[config.mk]
export PLATFORM = sky130hd
export DESIGN_NAME = pipe_hazard_ctrl
export DESIGN_NICKNAME = d
export VERILOG_FILES = /design/src/rtl/pipe_hazard_ctrl.sv
export SDC_FILE = /design/constraint.sdc
export NUM_CORES = 1
export LEC_CHECK = 0
export BUFFER_PORTS_ARGS = -buffer_cell sky130_fd_sc_hd__buf_4
export CORE_MARGIN = 10
export CORE_UTILIZATION = 37
export CTS_CLUSTER_SIZE = 40
export DETAILED_ROUTE_END_ITERATION = 8
export GPL_TIMING_DRIVEN = 0
export HOLD_SLACK_MARGIN = 0.02
export PLACE_DENSITY = 0.84
export SYNTH_ARGS = -nofsm -noshare
export SYNTH_HDL_FRONTEND = slang
export SYNTH_SLANG_ARGS = --single-unit
[constraint.sdc]
create_clock -name clk -period 3.9 [get_ports clk]
set_input_delay 0.39 -clock clk [delete_from_list [all_inputs] [get_ports clk]]
set_output_delay 0.39 -clock clk [all_outputs]
set_load 0.005 [all_outputs]
[src/rtl/pipe_hazard_ctrl.sv]
// Stall/flush/redirect scheduler for the 5-stage pipeline, fixed-priority hazard resolution.
// Optional perf counters are built when PIPE_PERF_CNT_EN is defined.
module pipe_hazard_ctrl #(
    parameter int FLUSH_CYCLES = 1,
    parameter int CNT_W        = 32
) (
    input  logic             clk,
    input  logic             rst_n,
    input  logic             load_use,
    input  logic             ex_busy,
    input  logic             mem_wait,
    input  logic             br_taken,
    input  logic [31:0]      br_target,
    input  logic             except_valid,
    input  logic [31:0]      except_entry,
    input  logic             ertn_valid,
    input  logic [31:0]      era,
    input  logic             idle_valid,
    input  logic             int_pending,
    output logic [4:0]       stall,
    output logic [4:0]       flush,
    output logic             redirect_valid,
    output logic [31:0]      redirect_pc,
    output logic [CNT_W-1:0] perf_stall_cnt,
    output logic [CNT_W-1:0] perf_flush_cnt
);

    typedef enum logic [1:0] {RUN, FLUSH, IDLE} state_t;

    state_t      state, state_nxt;
    logic [3:0]  cnt, cnt_nxt;
    logic [4:0]  stall_c, flush_c;
    logic        redir_c;
    logic [31:0] redir_pc_c;

    always_ff @(posedge clk or negedge rst_n) begin
        if (!rst_n) begin
            state <= RUN;
            cnt   <= 4'd0;
        end else begin
            state <= state_nxt;
            cnt   <= cnt_nxt;
        end
    end

    always_comb begin
        stall_c    = 5'b00000;
        flush_c    = 5'b00000;
        redir_c    = 1'b0;
        redir_pc_c = 32'h0;
        state_nxt  = state;
        cnt_nxt    = cnt;
        if (except_valid || ertn_valid) begin
            // except wins over a simultaneous ertn
            flush_c    = 5'b11110;
            redir_c    = 1'b1;
            redir_pc_c = except_valid ? except_entry : era;
            state_nxt  = FLUSH;
            cnt_nxt    = FLUSH_CYCLES[3:0];
        end else begin
            case (state)
                FLUSH: begin
                    flush_c = 5'b00010;
                    if (cnt <= 4'd1) begin
                        state_nxt = RUN;
                        cnt_nxt   = 4'd0;
                    end else begin
                        cnt_nxt = cnt - 4'd1;
                    end
                end
                IDLE: begin
                    stall_c = 5'b00001;
                    flush_c = 5'b00010;
                    if (int_pending) state_nxt = RUN;
                end
                default: begin
                    if (mem_wait) begin
                        stall_c = 5'b01111;
                        flush_c = 5'b10000;
                    end else begin
                        // a branch blocked by ex_busy stays in EX and is retried later
                        if (ex_busy) begin
                            stall_c = 5'b00111;
                            flush_c = 5'b01000;
                        end else if (br_taken) begin
                            flush_c    = 5'b00110;
                            redir_c    = 1'b1;
                            redir_pc_c = br_target;
                        end else if (load_use) begin
                            stall_c = 5'b00011;
                            flush_c = 5'b00100;
                        end
                        if (idle_valid) state_nxt = IDLE;
                    end
                end
            endcase
        end
    end

    assign stall          = rst_n ? stall_c    : 5'b00000;
    assign flush          = rst_n ? flush_c    : 5'b11111;
    assign redirect_valid = rst_n ? redir_c    : 1'b0;
    assign redirect_pc    = rst_n ? redir_pc_c : 32'h0;

`ifdef PIPE_PERF_CNT_EN
    always_ff @(posedge clk or negedge rst_n) begin
        if (!rst_n) begin
            perf_stall_cnt <= '0;
            perf_flush_cnt <= '0;
        end else begin
            if (stall[0])       perf_stall_cnt <= perf_stall_cnt + 1'b1;
            if (redirect_valid) perf_flush_cnt <= perf_flush_cnt + 1'b1;
        end
    end
`else
    assign perf_stall_cnt = '0;
    assign perf_flush_cnt = '0;
`endif

endmodule

==> impl_metrics.yaml <==
cts:
  tritoncts.num_buffers: 3
  cts.path.max_buffers: 2
  cts_repair_resize_count: 0
  cts_tree: "yes"
  cts.reportedPaths.clkPinSlew_ns: 0.04
  clock_sink_count: 6
  clk_latency_ns: 0.23
  ctsHtreeMaxLevel: 1
  post-cts-setup-buffer-count: 0
  cts_root_buf: "sky130_fd_sc_hd__clkbuf_8"
worst_setup_path:
  slowest_stage: "sky130_fd_sc_hd__dfrtp_1"
  r2r_setup_slack_ns: 2.27
  timing.critical_path.fanout_max: 10
  cp.arrival_ns: 2.02
  timing.critical_path.to_type: "output port"
  endpoint: "redirect_pc[10]"
  timing.critical_path.max_delay_family: "buffers and inverters"
  cp_data_required_time_ns: 3.51
  worstSetupPathDepth: 8
  regToRegStartpoint: "cnt[0]"
  timing.setup.critical_path_class: "reg2out"
  timing.critical_path.buf_inv: 4
  kind_of_start_point_of_the_critical_path: "flip-flop"
  cp_slowest_stage_delay_ns: 0.36
  timing.reg2reg.worst_path_depth: 6
  path_cells: "inv_1, ha_1, buf_2, nor4b_2, o21ai_4, buf_6, nor2_1, buf_4"
  regToRegEndpoint: "state[0]"
  critPathLaunch: "state[0]"
placed_design:
  place_inst: 546
  place_congestion: 0.793
  place_area_um2: 3260
  port_buffer_count: 146
  place_hpwl_mm: 7.58
detailed_routing:
  avgRoutedWirePerCell_um: 15.3
  ant_nets: 0
  wl_mm: 8.42
  vias: 2313
  remaining_design_rule_violation_count: 0
  avgViaCountPerCell: 4.21
  drt_pre_antenna_iters: 4
  drt_iter0_drc: 35
floorplanning:
  row_count: 25
  core-area_um2: 4790
  starting_density_of_the_core: 0.384
  die_y_um: 90.5
  total_die_area_um2: 8190
  ios: 213
  floorplan.die.width_um: 90.5
global_route:
  grt_use_total: 0.188
  first_global_vias: 2319
  antenna_violations_before_repair: 0
  overflow_left_after_global_routing: 0
  grt_max_degree: 11
  wire_length_of_the_first_global_routing_pass_mm: 12.6
logic_synthesis:
  synth.yosys.warnings: 0
  syn_avg_cell_area_um2: 6.84
  synthesis.instances: 269
  synthDistinctLibCells: 32
  postSynthRegisterBits: 6
  synthesis.area_um2: 1840
  seq_area_frac_synth: 0.0816
min_path:
  timing.hold.worst.class: "reg2reg"
finish:
  nFillCells: 418
  layout.nets: 595
  layout.cell_area.non_filler_um2: 3310
  final-seq-area_um2: 150
  area_of_the_multi_input_gates_um2: 1310
  stdcell_count: 550
  final_common_cell: "sky130_fd_sc_hd__buf_4"
  share_of_post_route_cells_with_drive_strength_above_1: 0.511
  finish.utilization: 0.692
  commonest_cells_after_routing_fill_and_taps_aside: "sky130_fd_sc_hd__buf_4, sky130_fd_sc_hd__conb_1, sky130_fd_sc_hd__nor2_1, sky130_fd_sc_hd__a21oi_1, sky130_fd_sc_hd__mux2i_1"
  antenna_cells: 0
  syn_to_final_growth_pct: 80.0
timing:
  fmax_ghz: 0.414
  final.period_utilization: 0.619
  finalHoldViolations: 0
  finalWorstPathRequiredPeriod_ns: 2.41
  grt_setup_unrepaired: "false"
  skew_ns: 0.00365
  setup_viol_count_final: 0
  maxSlewViolCount: 0
  setup_tns_ns: 0
power:
  vdd_ir_drop_max_mv: 0.0782
  cellPowerDensity_nw_per_um2: 147
  total_power_mw: 0.486
  leakagePower_nw: 1.93
run:
  drv_cap: 0
status:
  status: "complete, no violations"
-- sequential cells by signal (all words and copies together), names as in the netlist --
name / flops
cnt: 4
state: 2
-- metrics by stage --
stage                     hold WS (ns)  setup WS (ns)
after floorplan                 0.0944           2.04
after global placement           0.217           1.78
after detailed placement         0.219           1.70
after CTS                        0.521           1.46
after global routing             0.539           1.38
final                            0.513           1.49
-- power by group --
group | leakage (nW) | total [mW] | internal (mW) | switching, mW
clock network | 0.0216 | 0.0938 | 0.0663 | 0.0274
registers | 0.0756 | 0.0670 | 0.0648 | 0.00217
logic | 1.84 | 0.326 | 0.189 | 0.137
-- how the worst min path moves through the flow --
stage / from / endpoint / slack [ns] / depth (start not counted)
after floorplan: rst_n / cnt[0] / 0.09 / 0
after global placement: rst_n / cnt[1] / 0.22 / 1
after detailed placement: rst_n / cnt[0] / 0.22 / 1
after CTS: state[0] / state[0] / 0.52 / 1
after global routing: state[0] / state[0] / 0.54 / 1
final: state[0] / state[0] / 0.51 / 1
-- cells in the mapped netlist --
master                      instances  area, um^2
sky130_fd_sc_hd__a21oi_1           34         170
sky130_fd_sc_hd__a21o_1             2        15.0
sky130_fd_sc_hd__nor4b_2            1        15.0
sky130_fd_sc_hd__nor4_1             1        6.26
sky130_fd_sc_hd__buf_6              4        45.0
sky130_fd_sc_hd__inv_1              7        26.3
sky130_fd_sc_hd__o21ai_4            1        16.3
sky130_fd_sc_hd__nor2_1            52         195
sky130_fd_sc_hd__or2_1              1        6.26
sky130_fd_sc_hd__and2_1             1        6.26
sky130_fd_sc_hd__o22ai_1            1        6.26
sky130_fd_sc_hd__o31ai_1            1        7.51
sky130_fd_sc_hd__o211ai_1           2        15.0
sky130_fd_sc_hd__nand4b_1           1        8.76
sky130_fd_sc_hd__ha_1               4        50.1
sky130_fd_sc_hd__nand3b_1           1        7.51
sky130_fd_sc_hd__nand2b_1           2        12.5
sky130_fd_sc_hd__dfrtp_1            6         150
sky130_fd_sc_hd__nor2_2            20         125
sky130_fd_sc_hd__buf_2              6        30.0
sky130_fd_sc_hd__nand3_1            1        5.00
sky130_fd_sc_hd__mux2i_1           33         330
sky130_fd_sc_hd__buf_4             65         488
sky130_fd_sc_hd__and3_1             1        6.26
sky130_fd_sc_hd__nand2_1            9        33.8
sky130_fd_sc_hd__a2111oi_0          1        8.76
sky130_fd_sc_hd__inv_2              1        3.75
sky130_fd_sc_hd__conb_1             1        3.75
sky130_fd_sc_hd__clkbuf_1           6        22.5
sky130_fd_sc_hd__a21boi_0           1        7.51
sky130_fd_sc_hd__o21ai_0            1        5.00
sky130_fd_sc_hd__or4b_1             1        10.0
-- cell families (layout without fill, tap and decap cells) --
| family | count (synthesis) | count (layout) | synth area share |
|---|---|---|---|
| buf+inv | 89 | 239 | 0.335 |
| flops | 6 | 6 | 0.0816 |
| simple gates | 92 | 92 | 0.238 |
| mux | 33 | 33 | 0.180 |
| compound gates | 44 | 44 | 0.137 |
| fa+ha+maj | 4 | 4 | 0.0272 |
| other cells | 1 | 65 | 0.00204 |
-- timing repair --
action | CTS | global route
hold buffers | 1 | 0
endpoints found under the hold margin | 6 | 0
endpoints found under the setup margin | 0 | 0
-- worst reg2reg max path, cell delays in order, from the launching register on --
cell,delay (ns)
sky130_fd_sc_hd__dfrtp_1,0.41
sky130_fd_sc_hd__inv_1,0.08
sky130_fd_sc_hd__ha_1,0.22
sky130_fd_sc_hd__nor2_1,0.07
sky130_fd_sc_hd__o31ai_1,0.34
sky130_fd_sc_hd__nand3_1,0.19
sky130_fd_sc_hd__a21o_1,0.21
-- area by class of cell --
type,count,area share
Multi-Input combinational cell,238,0.397
Timing Repair Buffer,147,0.334
Buffer,81,0.177
Sequential cell,6,0.0454
Tap cell,67,0.0253
Clock buffer,3,0.0125
Inverter,8,0.00907
-- routing by layer --
layer / part of all wire / GRT usage / vias to the layer above / wire length [um]
li1: - / - / 1184 / -
met1: 0.31 / 0.163 / 1011 / 2650
met2: 0.56 / 0.375 / 107 / 4700
met3: 0.11 / 0.0914 / 11 / 943
met4: 0.016 / 0.0411 / 0 / 132
met5: 0 / 0 / - / 0
No activity file was read; power rests on OpenSTA's default activity.
